### src/rtl/bcd_stopwatch_pkg.sv
// rtl/bcd_stopwatch_pkg.sv - shared types and constants for the BCD stopwatch
package bcd_stopwatch_pkg;

    typedef enum logic [1:0] {
        ST_IDLE  = 2'd0,
        ST_RUN   = 2'd1,
        ST_PAUSE = 2'd2
    } sw_state_t;

    localparam int         DEFAULT_PRESCALE = 100;
    localparam logic [3:0] BCD_MAX          = 4'd9;

endpackage

### src/rtl/bcd_digit.sv
// rtl/bcd_digit.sv - one up/down BCD digit with step enable, carry/borrow out and sync clear
module bcd_digit
    import bcd_stopwatch_pkg::*;
(
    input  logic       clk,
    input  logic       reset,
    input  logic       clear_i,
    input  logic       step_i,
    input  logic       up_i,
    output logic [3:0] digit_o,
    output logic       carry_o
);

    logic [3:0] digit_q;
    logic [3:0] digit_d;
    logic       at_limit;

    // At 9 going up or 0 going down, this step rolls over and ripples onward.
    assign at_limit = up_i ? (digit_q == BCD_MAX) : (digit_q == 4'd0);
    assign carry_o  = step_i & at_limit;

    always_comb begin
        digit_d = digit_q;
        if (clear_i) begin
            digit_d = 4'd0;
        end else if (step_i) begin
            if (at_limit) begin
                digit_d = up_i ? 4'd0 : BCD_MAX;
            end else begin
                digit_d = up_i ? (digit_q + 4'd1) : (digit_q - 4'd1);
            end
        end
    end

    always_ff @(posedge clk or posedge reset) begin
        if (reset) begin
            digit_q <= 4'd0;
        end else begin
            digit_q <= digit_d;
        end
    end

    assign digit_o = digit_q;

endmodule

### src/rtl/bcd_stopwatch.sv
// rtl/bcd_stopwatch.sv - four-digit BCD up/down stopwatch with IDLE/RUN/PAUSE control
module bcd_stopwatch
    import bcd_stopwatch_pkg::*;
#(
    parameter int PRESCALE = DEFAULT_PRESCALE
) (
    input  logic        clk,
    input  logic        reset,
    input  logic        tick_1k,
    input  logic        start_stop,
    input  logic        clear,
    input  logic        up_down,
    output logic [15:0] digits,
    output logic        running,
    output logic        wrap
);

    localparam int            PW         = (PRESCALE > 1) ? $clog2(PRESCALE) : 1;
    localparam logic [PW-1:0] PRESC_LAST = PW'(PRESCALE - 1);

    sw_state_t     state_q;
    logic [PW-1:0] presc_q;
    logic [PW-1:0] presc_d;
    logic          running_q;
    logic          wrap_q;

    logic tick_run;
    logic step;
    logic carry0, carry1, carry2, carry3;

    // Counting looks at the pre-edge state, so a tick alongside a pause still lands.
    assign tick_run = (state_q == ST_RUN) && tick_1k;
    assign step     = tick_run && (presc_q == PRESC_LAST);

    always_comb begin
        presc_d = presc_q;
        if (clear) begin
            presc_d = '0;
        end else if (tick_run) begin
            presc_d = step ? '0 : (presc_q + 1'b1);
        end
    end

    always_ff @(posedge clk or posedge reset) begin
        if (reset) begin
            presc_q <= '0;
        end else begin
            presc_q <= presc_d;
        end
    end

    always_ff @(posedge clk or posedge reset) begin
        if (reset) begin
            state_q   <= ST_IDLE;
            running_q <= 1'b0;
            wrap_q    <= 1'b0;
        end else if (clear) begin
            state_q   <= ST_IDLE;
            running_q <= 1'b0;
            wrap_q    <= 1'b0;
        end else begin
            wrap_q <= carry3;
            unique case (state_q)
                ST_IDLE: begin
                    if (start_stop) begin
                        state_q   <= ST_RUN;
                        running_q <= 1'b1;
                    end
                end
                ST_RUN: begin
                    if (start_stop) begin
                        state_q   <= ST_PAUSE;
                        running_q <= 1'b0;
                    end
                end
                ST_PAUSE: begin
                    if (start_stop) begin
                        state_q   <= ST_RUN;
                        running_q <= 1'b1;
                    end
                end
                default: begin
                    state_q   <= ST_IDLE;
                    running_q <= 1'b0;
                end
            endcase
        end
    end

    bcd_digit u_digit0 (
        .clk     (clk),
        .reset   (reset),
        .clear_i (clear),
        .step_i  (step),
        .up_i    (up_down),
        .digit_o (digits[3:0]),
        .carry_o (carry0)
    );

    bcd_digit u_digit1 (
        .clk     (clk),
        .reset   (reset),
        .clear_i (clear),
        .step_i  (carry0),
        .up_i    (up_down),
        .digit_o (digits[7:4]),
        .carry_o (carry1)
    );

    bcd_digit u_digit2 (
        .clk     (clk),
        .reset   (reset),
        .clear_i (clear),
        .step_i  (carry1),
        .up_i    (up_down),
        .digit_o (digits[11:8]),
        .carry_o (carry2)
    );

    bcd_digit u_digit3 (
        .clk     (clk),
        .reset   (reset),
        .clear_i (clear),
        .step_i  (carry2),
        .up_i    (up_down),
        .digit_o (digits[15:12]),
        .carry_o (carry3)
    );

    assign running = running_q;
    assign wrap    = wrap_q;

endmodule

### config.mk
export PLATFORM = sky130hd
export DESIGN_NAME = bcd_stopwatch
export DESIGN_NICKNAME = d
export VERILOG_FILES = /design/src/rtl/bcd_stopwatch_pkg.sv /design/src/rtl/bcd_digit.sv /design/src/rtl/bcd_stopwatch.sv
export SDC_FILE = /design/constraint.sdc
export NUM_CORES = 1
export LEC_CHECK = 0
export CAP_MARGIN = 20
export CORE_ASPECT_RATIO = 1.4
export CORE_UTILIZATION = 25
export DETAILED_ROUTE_END_ITERATION = 7
export DONT_BUFFER_PORTS = 1
export GPL_TIMING_DRIVEN = 0
export PLACE_DENSITY = 0.41
export REMOVE_ABC_BUFFERS = 1
export SYNTH_ARGS = -nofsm -noshare
export SYNTH_HDL_FRONTEND = slang
export SYNTH_SLANG_ARGS = --single-unit
### constraint.sdc
create_clock -name clk -period 6.1 [get_ports clk]
set_clock_uncertainty 0.2 [all_clocks]
set_input_delay 1.83 -clock clk [delete_from_list [all_inputs] [get_ports clk]]
set_output_delay 1.83 -clock clk [all_outputs]
set_load 0.1 [all_outputs]
Yosys cells after proc, flatten, opt, wreduce, memory -nomap -nowiden
Cells that the tools add are included.
Word-level totals
  flip-flop bits (word level): 27
  input port bits: 6
  output and inout bits: 18
  word-level logic and storage cells: 77
Cells by class
  add/sub/neg operators: 9
  eq/ne operators: 9
  mux-type cells: 33
  bitwise operators: 4
  reductions and logical operators: 14
Operator list (number)
  $mux 4: 17
  $mux 7: 3
  $add 4x1->4 const B: 4
  $eq 4x4->1 const B: 4
  $logic_not 4->1: 4
  $sub 4x1->4 const B: 4
  $reduce_bool 2->1: 5
  $mux 1: 8
  $add 7x1->7 const B: 1
  $eq 7x7->1 const B: 1
  $mux 2: 3
  $and 1x1->1: 4
  $pmux 2 s2: 1
  $ne 3x1->1 const B: 1
  $ne 3x3->1 const B: 1
  $eq 2x1->1 const B: 1
  $eq 2x2->1 const B: 1
  $logic_and 1x1->1: 2
  $logic_not 2->1: 1
  $pmux 1 s2: 1
  $reduce_and 2->1: 1
  $reduce_or 2->1: 1

Depth between registers and ports, before layout
Gate-level depths: netlist of run 1.
  depth in word-level cells: 8
  depth in mapped cells: 8
  depth with buffers taken out: 7

By module
Synthesis of run 1 repeated with hierarchy kept, for this count alone.
Second synthesis, totals
  cell total of the unflattened synthesis: 189
  area total of the unflattened synthesis: 1705.4 µm²
By module, submodules not included
  bcd_digit: times used 4, cells each 34, area each 300.3 µm², seq. area each 100.1 µm²
  bcd_stopwatch: times used 1, cells each 53, area each 504.2 µm², seq. area each 250.2 µm²

Worst setup path before layout of run 1
Ideal clock, no wire load.
  kind: input -> register
  start point: in up_down
  end point: reg u_digit0.digit_q[3] (netlist: u_digit0.digit_o[3])
  setup time: 0.137 ns
  data arrival time: 3.561 ns
  required time: 5.763 ns
  setup slack: 2.202 ns
  stages on the path: 8
  path buffers: 1
  cell sequence: clkbuf_1 inv_1 ha_1 a21o_1 a21oi_1 a21oi_1 a2111oi_0 nor4_1
Between the ends
  longest elaborated chain between the ends: 4
  elaborated cells between the ends (all ways): 6
  classes of those cells: mux: 6
RTL lines
  start, declared: RTL line bcd_stopwatch.sv:12  | input logic up_down,
  $mux 4, or another cell as far along: RTL line bcd_digit.sv:30  | digit_d = up_i ? (digit_q + 4'd1) : (digit_q - 4'd1);
  $mux 4 *: RTL line bcd_digit.sv:27  | if (at_limit) begin
  $mux 4 *: RTL line bcd_digit.sv:26  | end else if (step_i) begin
  $mux 4 *: RTL line bcd_digit.sv:24  | if (clear_i) begin
  end signal, assigned: RTL line bcd_digit.sv:39  | digit_q <= digit_d;
  end, declared: RTL line bcd_digit.sv:14  | logic [3:0] digit_q;
Every way passes the cells marked *; elsewhere a longest branch is shown, timed or not. The select of a mux whose other input is x is not followed.
A chain may end at the register's enable or synchronous reset.

Worst setup path in the final report of run 1
  start point: in tick_1k
  end point: reg u_digit3.digit_q[1] (netlist: u_digit3.digit_o[1])
Between the ends
  longest elaborated chain between the ends: 6
RTL lines
  start, declared: RTL line bcd_stopwatch.sv:9  | input logic tick_1k,
  $logic_and 1x1->1: RTL line bcd_stopwatch.sv:32  | assign tick_run = (state_q == ST_RUN) && tick_1k;
  $logic_and 1x1->1: RTL line bcd_stopwatch.sv:33  | assign step = tick_run && (presc_q == PRESC_LAST);
  $and 1x1->1 (3 in series): RTL line bcd_digit.sv:20  | assign carry_o = step_i & at_limit;
  $reduce_bool 2->1 (no source line)
  end signal, assigned: RTL line bcd_digit.sv:39
  end, declared: RTL line bcd_digit.sv:14
Every way passes these cells.

==> metrics.cfg, run 1 <==
[placement]
dp.cells=292
io_buffers=0
dpl.hpwl_um=3110
place_area_mm2=0.00195
place_ws_ps=2140
gp_congestion=0.713

[global_route]
grt_pass1_vias=1566
grt_pass1_wl_um=7580
antenna_found_initial=0
grt_overflow=0
grt_usage_pct=12.8
grt_max_degree=31

[synth]
synth.distinct_cells=48
synth_top_family_by_area=simple AND/OR/NAND/NOR gates
synthSimpleGateAreaFrac_pct=25.2
yosysSeqAreaShare_pct=35.5
synth_xor_xnor_area_share_pct=5.25
synthAdderAreaFrac_pct=10.5
synth.area.top_cells=dfrtp_1 35%, ha_1 6.1%, nor2_1 6.1%, a21oi_1 4.6%, fa_1 4.4%
synth_edf_count=0
synthArstFlopShare_pct=100
synth_top_area_share_pct=35.5
synth.avg_cell_area_um2=9.04
ys_seq_elements=26
synth.area.mux_share_pct=4.37
synth_compound_area_share_pct=15.3
synth_cells=203
synthFlopType=dfrtp_1
syn_area_mm2=0.00183
yosys.area.top_type=dfrtp_1
yosysWarnings=0

[routing]
viasPerCell=4.90
totalWireLength_um=4400
highest_layer=met4
routedWlPerCell_um=14.9
drt_pass1_iterations=4
wl_met1_um=2000
drtIter0Drc=33
via_count=1446
route.detailed.drc=0
ant_nets=0
met3_length_um=88
dr_wl_met2_um=2290

[run_status]
outcome=finished, final reports clean

[setup_path]
reg2reg_depth=5
r2r_slack_ps=2800
reg2reg_from=state_q[0]
critPathLaunch=tick_1k
required_ps=6070
crit_chain=nand3b_1 > or3_1 > nor4_4 > mux2i_1 > nor2_1
worst-path-buf-inv=0
worst-path-stages=5
r2r_end=u_digit3.digit_o[1]
slowest_stage=or3_1
path_delay_family=simple AND/OR/NAND/NOR gates
endpoint_kind=register
critPathMaxFanout=11
arrival_ps=3600
cpPeakStageDelay_ps=740
start_kind=input pin
path_class=input pin to register

[sta]
finalCritPeriodShare_pct=59.4
rsz0062_at_grt=no
finalCriticalPeriod_ps=3620
fin_tns_setup_ps=0
fin_ws_ps=2480
setup-violations-final=0
finalHoldViolations=0
tightestPinTransition_ps=1080
relSlewSlack_pct=27.9
max_freq_mhz=276
holdWs_ps=353
slew_violations=0

[clocking]
postCtsHoldBufs=0
clock_latency_ps=280
cts.sinks=26
h-tree-depth=1
tritoncts=built
cts_buffer_depth=2
numCtsBuffers=3
clk_pin_slew_ps=100
cts_root_buf=clkbuf_8
post-cts-setup-buffer-count=0
post_cts_resized=0

[job]
maxCapViolCount=0

[worst_hold_path]
hp-class=register to register
min_to=presc_q[1]
whs_path_depth=2
min_from=presc_q[1]

[power]
seqPwrFrac_pct=57.3
p_total_mw=0.311
p_comb_share_pct=8.7
power_switching_share_pct=26.7
p_int_mw=0.228
p_clk_share_pct=34.0
p_leak_nw=0.818
power_density_mw_per_mm2=156
switchingPower_mw=0.0832
ir_drop_v=0.0000805

[floorplanning]
dieArea_mm2=0.00769
fp.coreArea_mm2=0.00703
dieWidth_um=74.4
die_y_um=103
std_cell_rows=36
start_util_pct=26.1
ios=24

[finish]
final_cells=295
final_core_util_pct=28.3
nets=221
drive_gt1_share_pct=6.00
area_delta_synth_final_pct=8.59
final_cell_mix=30 x nor2_1, 26 x dfrtp_1, 17 x a21oi_1
n_antenna_cell=0
final_common_cell=nor2_1
final_area_mm2=0.00199

==> routing by layer <==
layer / global-route usage (%) / vias to the layer above
li1: - / 727
met1: 15.5 / 702
met2: 23.6 / 15
met3: 1.74 / 2
met4: 3.05 / 0
met5: 0 / -
==> state kept, by name, summed over array words and instances (netlist names) <==
signal	cells
wrap	1
presc_q	7
u_digit0.digit_o	4
u_digit2.digit_o	4
state_q	2
u_digit3.digit_o	4
u_digit1.digit_o	4
==> Yosys cell counts (5+ instances only) <==
library cell / number
nor2_1: 30
dfrtp_1: 26
nor4_1: 5
a21oi_1: 17
nor3_1: 6
xnor2_1: 8
ha_1: 9
mux2i_1: 8
inv_1: 11
o21ai_0: 5
nand3_1: 10
clkbuf_1: 6
nand2_1: 10
==> worst max-delay path by stage <==
stage / endpoint / slack (ps)
CTS: u_digit3.digit_o[2] / 2440
finish: u_digit3.digit_o[1] / 2480
global route: u_digit3.digit_o[1] / 2340
detailed placement: u_digit3.digit_o[1] / 2140
floorplan: u_digit3.digit_o[1] / 2470
global placement: u_digit3.digit_o[2] / 2140
==> layout make-up <==
class                   count  area (µm²)
flip-flops and latches     26         651
multi-input cells         159        1110
repair buffers              1        27.5
well taps                  95         119
fillers                   768        5030
inverters                  11        41.3
clock buffers               3        41.3
==> cells by family after synthesis <==
group / after synthesis
DFF: 26
buffers and inverters: 18
adders and majority gates: 13
AOI/OAI and AO/OA: 43
xor gates and xnor gates: 11
and+or+nand+nor: 84
muxes: 8
==> power by group through the flow <==
| stage | clock, mW | combinational (mW) | sequential (mW) |
|---|---|---|---|
| 2_1_floorplan | 0 | 0.0197 | 0.181 |
| 3_3_place_gp | 0 | 0.0255 | 0.182 |
| 3_5_place_dp | 0 | 0.0280 | 0.182 |
| 4_1_cts | 0.112 | 0.0281 | 0.178 |
| 5_1_grt | 0.118 | 0.0311 | 0.179 |
| 6_report | 0.106 | 0.0270 | 0.178 |
==> worst reg2reg max path, cell delays in order, from the launching register on <==
cell and delay (ps):
dfrtp_1 1020, nand3b_1 440, or3_1 750, nor4_4 500, mux2i_1 230, nor2_1 60
Power figures use the tool's default switching activity.
==> run 2: changes to the inputs <==
==> constraint.sdc (replaced) <==
create_clock -name clk -period 3.55 [get_ports clk]
set_clock_uncertainty 0.2 [all_clocks]
set_input_delay 1.065 -clock clk [delete_from_list [all_inputs] [get_ports clk]]
set_output_delay 1.065 -clock clk [all_outputs]
set_load 0.1 [all_outputs]
==> results of run 2 <==
Same layout as run 1 (identical final DEF). Status: finished, final reports clean.
Among the figures that moved: setup slack after placement 2140 ps -> 232 ps; setup slack after layout 2480 ps -> 253 ps; start point of the critical path tick_1k -> state_q[0]; register-to-register setup slack 2800 ps -> 250 ps; total power 0.311 mW -> 0.535 mW; worst IR drop on VDD 0.0000805 V -> 0.000138 V
